`src/rtl/hdlc_rx_deframer.sv`:
```
// -----------------------------------------------------------------------------
// hdlc_rx_deframer
//   Serial front-end of the HDLC receive path. Samples the Rx line, detects
//   flags (01111110) and aborts (0 followed by seven 1s), removes stuffed
//   zeros inside a frame and assembles data bytes LSB-first.
//
// Ports
//   Clk             system clock, all logic on posedge
//   Rst             asynchronous active-low reset
//   Rx_Enable       1 = receiver active, 0 = held idle with frame state cleared
//   Rx              serial line, one bit per clock
//   Rx_Data         assembled byte, valid while Rx_NewByte = 1
//   Rx_NewByte      one-cycle strobe per assembled data byte
//   Rx_WrBuff       Rx_NewByte gated by !Rx_Overflow
//   Rx_FlagDetect   one-cycle strobe, flag seen
//   Rx_AbortDetect  one-cycle strobe, abort pattern seen
//   Rx_ValidFrame   high between opening and closing flag
//   Rx_EoF          one-cycle strobe, the cycle after Rx_ValidFrame falls
//   Rx_AbortSignal  one-cycle strobe, abort occurred inside a frame
//   Rx_Overflow     MAX_BYTES bytes received in the current frame
//   Rx_FrameError   one-cycle strobe with Rx_EoF, closing flag off byte boundary
// -----------------------------------------------------------------------------
module hdlc_rx_deframer #(
    parameter int MAX_BYTES = 128,
    parameter int BYTE_W    = 8
) (
    input  logic              Clk,
    input  logic              Rst,
    input  logic              Rx_Enable,
    input  logic              Rx,
    output logic [BYTE_W-1:0] Rx_Data,
    output logic              Rx_NewByte,
    output logic              Rx_WrBuff,
    output logic              Rx_FlagDetect,
    output logic              Rx_AbortDetect,
    output logic              Rx_ValidFrame,
    output logic              Rx_EoF,
    output logic              Rx_AbortSignal,
    output logic              Rx_Overflow,
    output logic              Rx_FrameError
);

    localparam int CNT_W = $clog2(MAX_BYTES + 1);
    localparam int BIT_W = $clog2(BYTE_W);
    // Pattern register shifts in at bit 7, so bit 0 holds the oldest bit.
    localparam logic [7:0] FLAG_PAT  = 8'b0111_1110;
    localparam logic [7:0] ABORT_PAT = 8'b1111_1110;

    typedef enum logic {S_IDLE, S_FRAME} state_t;

    state_t            state_q, state_d;
    logic              rx_q, rx_d;
    logic [7:0]        pat_q, pat_d;
    logic              flag_q, flag_d;
    logic              abort_q, abort_d;
    logic [2:0]        skip_q, skip_d;
    logic [2:0]        ones_q, ones_d;
    logic [BYTE_W-1:0] shift_q, shift_d;
    logic [BIT_W-1:0]  bitcnt_q, bitcnt_d;
    logic              any_bits_q, any_bits_d;
    logic [CNT_W-1:0]  byte_cnt_q, byte_cnt_d;
    logic              ovf_q, ovf_d;
    logic [BYTE_W-1:0] data_q, data_d;
    logic              newbyte_q, newbyte_d;
    logic              wrbuff_q, wrbuff_d;
    logic              abort_sig_q, abort_sig_d;
    logic              prev_frame_q, prev_frame_d;
    logic              eof_q, eof_d;
    logic              fe_pend_q, fe_pend_d;
    logic              fe_q, fe_d;

    logic flag_hit, abort_hit, out_bit, in_frame, stuffed, keep;

    assign flag_hit  = (pat_q == FLAG_PAT);
    assign abort_hit = (pat_q == ABORT_PAT);
    assign out_bit   = pat_q[0];
    assign in_frame  = (state_q == S_FRAME);
    assign stuffed   = (ones_q == 3'd5) && !out_bit;
    // The bit leaving the pattern register is data unless it belongs to a
    // flag/abort: the oldest one is dropped on the match itself and the
    // remaining seven by the skip counter.
    assign keep      = in_frame && !flag_hit && !abort_hit && (skip_q == 3'd0) && !stuffed;

    always_comb begin
        state_d      = state_q;
        rx_d         = Rx;
        pat_d        = {rx_q, pat_q[7:1]};
        flag_d       = flag_hit;
        abort_d      = abort_hit;
        skip_d       = skip_q;
        ones_d       = 3'd0;
        shift_d      = shift_q;
        bitcnt_d     = bitcnt_q;
        any_bits_d   = any_bits_q;
        byte_cnt_d   = byte_cnt_q;
        ovf_d        = (byte_cnt_q == CNT_W'(MAX_BYTES));
        data_d       = data_q;
        newbyte_d    = 1'b0;
        wrbuff_d     = 1'b0;
        abort_sig_d  = 1'b0;
        prev_frame_d = in_frame;
        eof_d        = prev_frame_q && !in_frame;
        fe_pend_d    = 1'b0;
        fe_d         = fe_pend_q;

        if (flag_hit || abort_hit) begin
            skip_d = 3'd7;
        end else if (skip_q != 3'd0) begin
            skip_d = skip_q - 3'd1;
        end

        // Consecutive data ones, used to spot the stuffed zero.
        if (in_frame && !flag_hit && !abort_hit && (skip_q == 3'd0) && out_bit) begin
            ones_d = (ones_q == 3'd7) ? ones_q : ones_q + 3'd1;
        end

        if (keep) begin
            shift_d    = {out_bit, shift_q[BYTE_W-1:1]};
            any_bits_d = 1'b1;
            if (bitcnt_q == BIT_W'(BYTE_W - 1)) begin
                bitcnt_d  = '0;
                data_d    = {out_bit, shift_q[BYTE_W-1:1]};
                newbyte_d = 1'b1;
                if (byte_cnt_q < CNT_W'(MAX_BYTES)) begin
                    wrbuff_d   = 1'b1;
                    byte_cnt_d = byte_cnt_q + 1'b1;
                end
            end else begin
                bitcnt_d = bitcnt_q + 1'b1;
            end
        end

        unique case (state_q)
            S_IDLE: begin
                if (flag_q) begin
                    state_d    = S_FRAME;
                    byte_cnt_d = '0;
                    ovf_d      = 1'b0;
                end
            end
            S_FRAME: begin
                if (abort_q) begin
                    state_d     = S_IDLE;
                    abort_sig_d = 1'b1;
                end else if (flag_q && any_bits_q) begin
                    // A flag with no bits since the last one is a shared or
                    // back-to-back flag and keeps the frame open.
                    state_d   = S_IDLE;
                    fe_pend_d = (bitcnt_q != '0);
                end
            end
            default: state_d = S_IDLE;
        endcase

        // Partial-byte state only lives inside a frame.
        if (state_q == S_IDLE) begin
            bitcnt_d   = '0;
            any_bits_d = 1'b0;
        end

        if (!Rx_Enable) begin
            state_d      = S_IDLE;
            rx_d         = 1'b1;
            pat_d        = '1;
            flag_d       = 1'b0;
            abort_d      = 1'b0;
            skip_d       = '0;
            ones_d       = '0;
            shift_d      = '0;
            bitcnt_d     = '0;
            any_bits_d   = 1'b0;
            byte_cnt_d   = '0;
            ovf_d        = 1'b0;
            data_d       = '0;
            newbyte_d    = 1'b0;
            wrbuff_d     = 1'b0;
            abort_sig_d  = 1'b0;
            prev_frame_d = 1'b0;
            eof_d        = 1'b0;
            fe_pend_d    = 1'b0;
            fe_d         = 1'b0;
        end
    end

    always_ff @(posedge Clk or negedge Rst) begin
        if (!Rst) begin
            state_q      <= S_IDLE;
            rx_q         <= 1'b1;
            pat_q        <= '1;
            flag_q       <= 1'b0;
            abort_q      <= 1'b0;
            skip_q       <= '0;
            ones_q       <= '0;
            shift_q      <= '0;
            bitcnt_q     <= '0;
            any_bits_q   <= 1'b0;
            byte_cnt_q   <= '0;
            ovf_q        <= 1'b0;
            data_q       <= '0;
            newbyte_q    <= 1'b0;
            wrbuff_q     <= 1'b0;
            abort_sig_q  <= 1'b0;
            prev_frame_q <= 1'b0;
            eof_q        <= 1'b0;
            fe_pend_q    <= 1'b0;
            fe_q         <= 1'b0;
        end else begin
            state_q      <= state_d;
            rx_q         <= rx_d;
            pat_q        <= pat_d;
            flag_q       <= flag_d;
            abort_q      <= abort_d;
            skip_q       <= skip_d;
            ones_q       <= ones_d;
            shift_q      <= shift_d;
            bitcnt_q     <= bitcnt_d;
            any_bits_q   <= any_bits_d;
            byte_cnt_q   <= byte_cnt_d;
            ovf_q        <= ovf_d;
            data_q       <= data_d;
            newbyte_q    <= newbyte_d;
            wrbuff_q     <= wrbuff_d;
            abort_sig_q  <= abort_sig_d;
            prev_frame_q <= prev_frame_d;
            eof_q        <= eof_d;
            fe_pend_q    <= fe_pend_d;
            fe_q         <= fe_d;
        end
    end

    assign Rx_Data        = data_q;
    assign Rx_NewByte     = newbyte_q;
    assign Rx_WrBuff      = wrbuff_q;
    assign Rx_FlagDetect  = flag_q;
    assign Rx_AbortDetect = abort_q;
    assign Rx_ValidFrame  = in_frame;
    assign Rx_EoF         = eof_q;
    assign Rx_AbortSignal = abort_sig_q;
    assign Rx_Overflow    = ovf_q;
    assign Rx_FrameError  = fe_q;

endmodule
```
`config.mk`:
```
export PLATFORM = sky130hd
export DESIGN_NAME = hdlc_rx_deframer
export DESIGN_NICKNAME = d
export VERILOG_FILES = /design/src/rtl/hdlc_rx_deframer.sv
export SDC_FILE = /design/constraint.sdc
export NUM_CORES = 1
export LEC_CHECK = 0
export ABC_CLOCK_PERIOD_IN_PS = 2000
export CORE_ASPECT_RATIO = 0.75
export CORE_MARGIN = 1.5
export CORE_UTILIZATION = 53
export CTS_CLUSTER_DIAMETER = 100
export DETAILED_ROUTE_END_ITERATION = 12
export GPL_ROUTABILITY_DRIVEN = 1
export MAX_ROUTING_LAYER = met4
export PLACE_DENSITY_LB_ADDON = 0.05
export SLEW_MARGIN = 20
export SYNTH_ARGS = -nofsm -noshare
export SYNTH_HDL_FRONTEND = slang
export SYNTH_SLANG_ARGS = --single-unit
```
`constraint.sdc`:
```
create_clock -name Clk -period 2 [get_ports Clk]
set_input_delay 0.2 -clock Clk [delete_from_list [all_inputs] [get_ports Clk]]
set_output_delay 0.2 -clock Clk [all_outputs]
set_load 0.005 [all_outputs]
```
==> flow_summary.ini, run 1 <==
[clock_tree]
cts_made_buffers = 5
worstSkewPairLatency_ps = 310
cts_tree = built
clkSinkCount = 53
cts_setup_buffers = 0
cts_root_buf = clkbuf_8
htree_levels = 2
cts.path.max_buffers = 2
clkTransAtPathRegs_ps = 90

[floorplanning]
core.rowCount = 20
dieArea_um2 = 4850
fp.dieH_um = 60.7
start_util_pct = 56.6
core_area_um2 = 4150
io_pins = 21
die_w_um = 79.9

[drt]
dr_wl_met2_um = 2230
drt-vias-per-instance = 5.69
routed_wl_um = 4620
dr_wl_met3_um = 189
ant_nets = 0
vias = 1746
drt-met1-wl_um = 2130
detail_route.wl_per_cell_um = 15.1
topRoutingLayerUsed = met4
drt-initial-drc-count = 116
drc = 0
drtPass1Iterations = 4

[synth]
postSynthAreaPerCell_um2 = 10.5
netlist_area_um2 = 2350
synth_top_area_share_pct = 46.9
yosysTopAreaCell = dfrtp_1
async_flop_share_pct = 100
syn-num-nets = 238
synth_edf_count = 0
synth.area.top_cells = dfrtp_1, dfstp_2, a21oi_1, ha_1, nand2_1
synth_cells = 224
ys_seq_area_share_pct = 56.9
ys_seq_elements = 53
synthFlopType = dfrtp_1
synth.distinct_cells = 38
yosysWarnings = 0

[power_and_ir_drop]
p_seq_share_pct = 52.7
p_int_mw = 1.62
comb_power_share_pct = 12.1
power_density_nw_per_um2 = 762
switching_power_mw = 0.497
swShare_pct = 23.4
power.share.clock_pct = 35.2
leakagePower_nw = 1.20
ir_drop_v = 0.000441

[min_path]
hold_path_class = in -> reg

[worst_setup_path]
crit_slowest_cell = or4_1
crit_fanout = 8
crit_path_end_kind = register
cp_cell_sequence = inv_1, ha_1, nor2b_2, o2111ai_4, or4_1, a21oi_1
critPathLaunchType = register
cp_num_buf_inv = 1
crit_required_ps = 2230
crit_family = simple AND/OR/NAND/NOR gates
arrival_ps = 2100
criticalPathCategory = reg -> reg
cpPeakStageDelay_ps = 530

[cells_and_area]
fillers = 331
antenna_cells = 0
final_common_cell = dfrtp_1
layout.cells.most_common_list = dfrtp_1, a21oi_1, nand2_1
final_util_pct = 67.0
area_growth_pct = 18.4
drive_gt1_share_pct = 12.7
nets = 265

[outcome]
outcome = complete, no violations

[sta]
fmax_mhz = 535
setup_violations = 0
hold_violations = 0
maxSlewHeadroom_pct = 54.4
fin_crit_ps = 1870
worstMarginPinSlew_ps = 684
tns_ps = 0
drv_slew = 0
finClkSkew_ps = 4.73
finalCritPeriodShare_pct = 93.4
rsz0062_at_grt = false

[job]
drv_cap = 0

[global_route]
track_usage_pct = 22.7
antenna_found_initial = 0
grt-ovfl-total = 0
grt_pass1_vias = 1795
grt_pass1_wl_um = 8040
grt_max_degree = 31

[placed_design]
portBuffers = 20
routabilityCongestion = 0.884
hpwl_um = 3340
-- synthesized netlist by cell type, drive strengths merged (3+ instances only) --
library cell and number:
nand3 13, buf 6, ha 10, a21oi 25, nor2 17, dfrtp 44, o31ai 3, or3 4
nand2b 10, nand4b 4, nand2 23, clkbuf 5, mux2i 5, dfstp 9, o21ai 9, inv 11
-- power groups by stage --
stage	registers (mW)	logic (mW)	clock network, mW
final	1.12	0.256	0.747
after global routing	1.12	0.291	0.802
after CTS	1.12	0.256	0.758
after detailed placement	1.14	0.254	0
after global placement	1.13	0.233	0
after floorplan	1.13	0.172	0
-- layer usage --
metal	up-vias	global-route usage (%)
met1	871	27.8
met4	0	7.39
met2	43	38.1
met3	8	5.11
met5	-	-
li1	824	-
-- layout make-up --
class                      instances  area (um^2)  area share [%]
clock inverter                     1         30.0            1.08
inverter                          11         41.3            1.48
clock buffer                       7         86.3            3.10
sequential                        53         1340            48.1
timing repair buffer              31          293            10.5
multi-input combinational        149          926            33.3
tap                               55         68.8            2.47
-- logic make-up (layout without fill, tap and decap cells) --
| group | Yosys count | count (layout) | synth area share [%] |
|---|---|---|---|
| AND/OR/NAND/NOR | 87 | 87 | 19.2 |
| flip-flops | 53 | 53 | 56.9 |
| AO/OA/AOI/OAI | 44 | 44 | 11.6 |
| buffers and inverters | 22 | 50 | 3.78 |
| adder cells (fa/ha/maj) | 10 | 10 | 5.32 |
| multiplexers | 5 | 5 | 2.13 |
| XOR/XNOR | 3 | 3 | 1.12 |
-- final timing paths --
check / from / end / slack (ps) / cells after the start
max in group asynchronous: Rst / prev_frame_q$_DFF_PN0_ / 980 / 3
min reg2reg: fe_pend_q$_DFF_PN0_ / Rx_FrameError$_DFF_PN0_ / 470 / 1
max: skip_q[0]$_DFFE_PN0P_ / byte_cnt_q[5]$_DFF_PN0_ / 130 / 6
max reg2reg: skip_q[0]$_DFFE_PN0P_ / byte_cnt_q[5]$_DFF_PN0_ / 130 / 6
min: Rx / rx_q$_DFF_PN1_ / 440 / 2
min in group asynchronous: Rst / Rx_FrameError$_DFF_PN0_ / 460 / 2
-- state kept, by name (all words and copies together) (netlist names), 3 cells and up --
| register | count |
|---|---|
| ones_q | 3 |
| byte_cnt_q | 8 |
| pat_q | 8 |
| skip_q | 3 |
| Rx_Data | 8 |
| shift_q | 7 |
| bitcnt_q | 3 |
-- timing repair --
item / in CTS / in global routing
resized for setup: 0 / 1
hold endpoints to repair: 20 / 0
endpoints found under the setup margin: 0 / 17
hold buffers: 1 / 0
-- per-stage QoR --
stage / worst slack, ps / instance area (um^2) / hold slack, ps / instances / total power [mW]
after floorplan: 282 / 2350 / -95.6 / 224 / 1.30
after global placement: 197 / 2650 / 259 / 298 / 1.37
after detailed placement: 61.0 / 2650 / 276 / 298 / 1.39
after CTS: 29.8 / 2780 / 437 / 307 / 2.13
after global routing: 6.72 / 2780 / 442 / 307 / 2.21
final: 131 / 2780 / 441 / 307 / 2.12
No activity file was read; power rests on OpenSTA's default activity.
==> run 2, diff against run 1 <==
--- a/config.mk
+++ b/config.mk
@@ -14,7 +14,6 @@
 export GPL_ROUTABILITY_DRIVEN = 1
 export MAX_ROUTING_LAYER = met4
 export PLACE_DENSITY_LB_ADDON = 0.05
-export SLEW_MARGIN = 20
 export SYNTH_ARGS = -nofsm -noshare
 export SYNTH_HDL_FRONTEND = slang
 export SYNTH_SLANG_ARGS = --single-unit
==> results of run 2 <==
Same layout as run 1: the final DEF is identical, and so are final timing and power.
==> run 3, diff against run 2 <==
--- a/config.mk
+++ b/config.mk
@@ -5,6 +5,7 @@
 export SDC_FILE = /design/constraint.sdc
 export NUM_CORES = 1
 export LEC_CHECK = 0
+export ABC_AREA = 1
 export ABC_CLOCK_PERIOD_IN_PS = 2000
 export CORE_ASPECT_RATIO = 0.75
 export CORE_MARGIN = 1.5
@@ -14,6 +15,7 @@
 export GPL_ROUTABILITY_DRIVEN = 1
 export MAX_ROUTING_LAYER = met4
 export PLACE_DENSITY_LB_ADDON = 0.05
+export SETUP_SLACK_MARGIN = 0.2
 export SYNTH_ARGS = -nofsm -noshare
 export SYNTH_HDL_FRONTEND = slang
 export SYNTH_SLANG_ARGS = --single-unit
==> flow_summary.ini, run 3 <==
[global_route]
met1_usage_pct = 28.5
grt_pass1_wl_um = 7240
grt-ovfl-total = 0
grt_pass1_vias = 1564
gr-usage-met3_pct = 4.89
grtUsageMet2_pct = 29.8
track_usage_pct = 20.6
grt-busiest-layer = met2
grt_max_degree = 33
antenna_found_initial = 0

[cells_and_area]
drive_gt1_share_pct = 17.6
fillers = 365
layout.cells.most_common_list = nand2_1, dfrtp_1, inv_1
antenna_cells = 0
nets = 320
final_common_cell = nand2_1
final_util_pct = 65.8
area_growth_pct = 20.4

[synth]
synth_edf_count = 0
netlist_area_um2 = 2410
synth.distinct_cells = 24
ys_seq_elements = 53
postSynthAreaPerCell_um2 = 8.96
yosysTopAreaCell = dfrtp_1
synth_cells = 269
synth.area.top_cells = dfrtp_1, nand2_1, dfstp_2, ha_1, inv_1
synth_common_cells = nand2_1, dfrtp_1, inv_1
async_flop_share_pct = 100
ys_seq_area_share_pct = 55.5
synth_top_area_share_pct = 45.7
yosysMostFrequentCell = nand2_1
yosysWarnings = 0
synthFlopType = dfrtp_1
syn-num-nets = 283

[clock_tree]
cts_made_buffers = 5
cts_root_buf = clkbuf_8
clkSinkCount = 53
clkTransAtPathRegs_ps = 100
cts.path.max_buffers = 2
htree_levels = 2
worstSkewPairLatency_ps = 320
cts_tree = built

[drt]
drt-vias-per-instance = 5.04
detail_route.wl_per_cell_um = 12.6
routed_wl_um = 4580
drc = 0
drt-initial-drc-count = 130
ant_nets = 0
vias = 1836
drtPass1Iterations = 4

[floorplanning]
start_util_pct = 54.6
dieArea_um2 = 4970
core.rowCount = 21
core_area_um2 = 4410
die_w_um = 80.9
fp.dieH_um = 61.4
io_pins = 21

[worst_setup_path]
crit_required_ps = 2230
arrival_ps = 1910
criticalPathCategory = reg -> reg
crit_path_end_kind = register
crit_fanout = 6
critPathLaunchType = register

[sta]
finalCritPeriodShare_pct = 83.7
fmax_mhz = 598
fin_crit_ps = 1670
worstMarginPinSlew_ps = 554
finClkSkew_ps = 11.3
setup_violations = 0
maxSlewHeadroom_pct = 63.0
tns_ps = 0
rsz0062_at_grt = false
drv_slew = 0
hold_violations = 0

[outcome]
outcome = complete, no violations

[placed_design]
portBuffers = 20
hpwl_um = 3220
routabilityCongestion = 0.879

[power_and_ir_drop]
power_density_nw_per_um2 = 698
leakagePower_nw = 1.48
ir_drop_v = 0.000524

[min_path]
hold_path_class = in -> async

[job]
drv_cap = 0
-- run 3: cell count changes in the layout (fill, tap and decap cells not counted), sizes merged, moves of 5 or more --
| cell | before | now |
|---|---|---|
| a21oi | 25 | 6 |
| inv | 11 | 31 |
| nand2 | 23 | 81 |
| nand2b | 10 | 0 |
| nand3 | 13 | 21 |
| nand4 | 1 | 6 |
| nor2 | 17 | 29 |
| or2 | 1 | 9 |
-- run 3: final cells by class --
| class | instances | area (um^2) | share of cell area, % |
|---|---|---|---|
| sequential | 53 | 1340 | 46.1 |
| multi-input combinational | 181 | 947 | 32.6 |
| timing repair buffer | 34 | 323 | 11.1 |
| inverter | 31 | 120 | 4.14 |
| clock buffer | 7 | 96.3 | 3.32 |
| tap | 57 | 71.3 | 2.46 |
| clock inverter | 1 | 8.76 | 0.302 |
-- run 3: report_power, final --
group / leakage [nW] / internal (mW) / total, mW / switching [mW]
clock network: 0.0549 / 0.320 / 0.676 / 0.356
logic: 0.716 / 0.0975 / 0.230 / 0.133
registers: 0.706 / 1.10 / 1.12 / 0.0160
total: 1.48 / 1.52 / 2.03 / 0.505
-- run 3: what timing repair did --
item | 4_1_cts | 5_1_grt
resized for setup | 0 | 10
pin swaps | 1 | 3
hold buffers | 1 | 0
gates cloned | 0 | 1
endpoints found under the setup margin | 13 | 17
endpoints found under the hold margin | 16 | 0
buffers inserted | 3 | 5
-- run 3: path summary, 6_finish.rpt --
path	from	end	slack, ps	depth (start not counted)
worst min register to register	fe_pend_q$_DFF_PN0_	Rx_FrameError$_DFF_PN0_	440	2
max in group asynchronous	Rst	pat_q[2]$_DFF_PN1_	1020	3
worst min-delay path	Rst	Rx_EoF$_DFF_PN0_	370	2
worst max register to register	skip_q[0]$_DFFE_PN0P_	bitcnt_q[2]$_DFFE_PN0P_	330	10
min in group Clk	fe_pend_q$_DFF_PN0_	Rx_FrameError$_DFF_PN0_	440	2
worst max-delay path	skip_q[0]$_DFFE_PN0P_	bitcnt_q[2]$_DFFE_PN0P_	330	10
-- run 3: through the flow --
stage          cells  power [mW]  hold slack (ps)  setup WS (ps)  instance area [um^2]
2_1_floorplan    269        1.27            -95.6            405                  2410
3_3_place_gp     346        1.33              194            179                  2690
3_5_place_dp     346        1.33              192            122                  2690
4_1_cts          358        2.01              389            296                  2830
5_1_grt          364        2.11              444            196                  2900
6_report         364        2.03              374            326                  2900
-- run 3: cells by family after synthesis --
logic type / share of synthesized area [%]
AO/OA/AOI/OAI: 4.52
XOR/XNOR: 0.363
adder cells (fa/ha/maj): 5.19
buffers and inverters: 6.23
flip-flops: 55.5
multiplexers: 0.415
AND/OR/NAND/NOR: 27.8
-- run 3: worst max-delay path, cell delays in order, from the launching register on --
cell and delay (ps):
dfrtp_1 380, inv_2 80, ha_1 140, inv_1 40, nor2_2 140, nand3_2 110
nor2_4 190, clkinvlp_4 180, nor2_1 200, nand2_1 70, o21ai_0 80
-- run 3: metal layers --
metal	part of all wire, %	routed length (um)	vias to the layer above
met3	4.1	189	5
met4	1.1	49	0
met2	44	2010	52
met5	0	0	-
met1	51	2320	860
li1	-	-	919
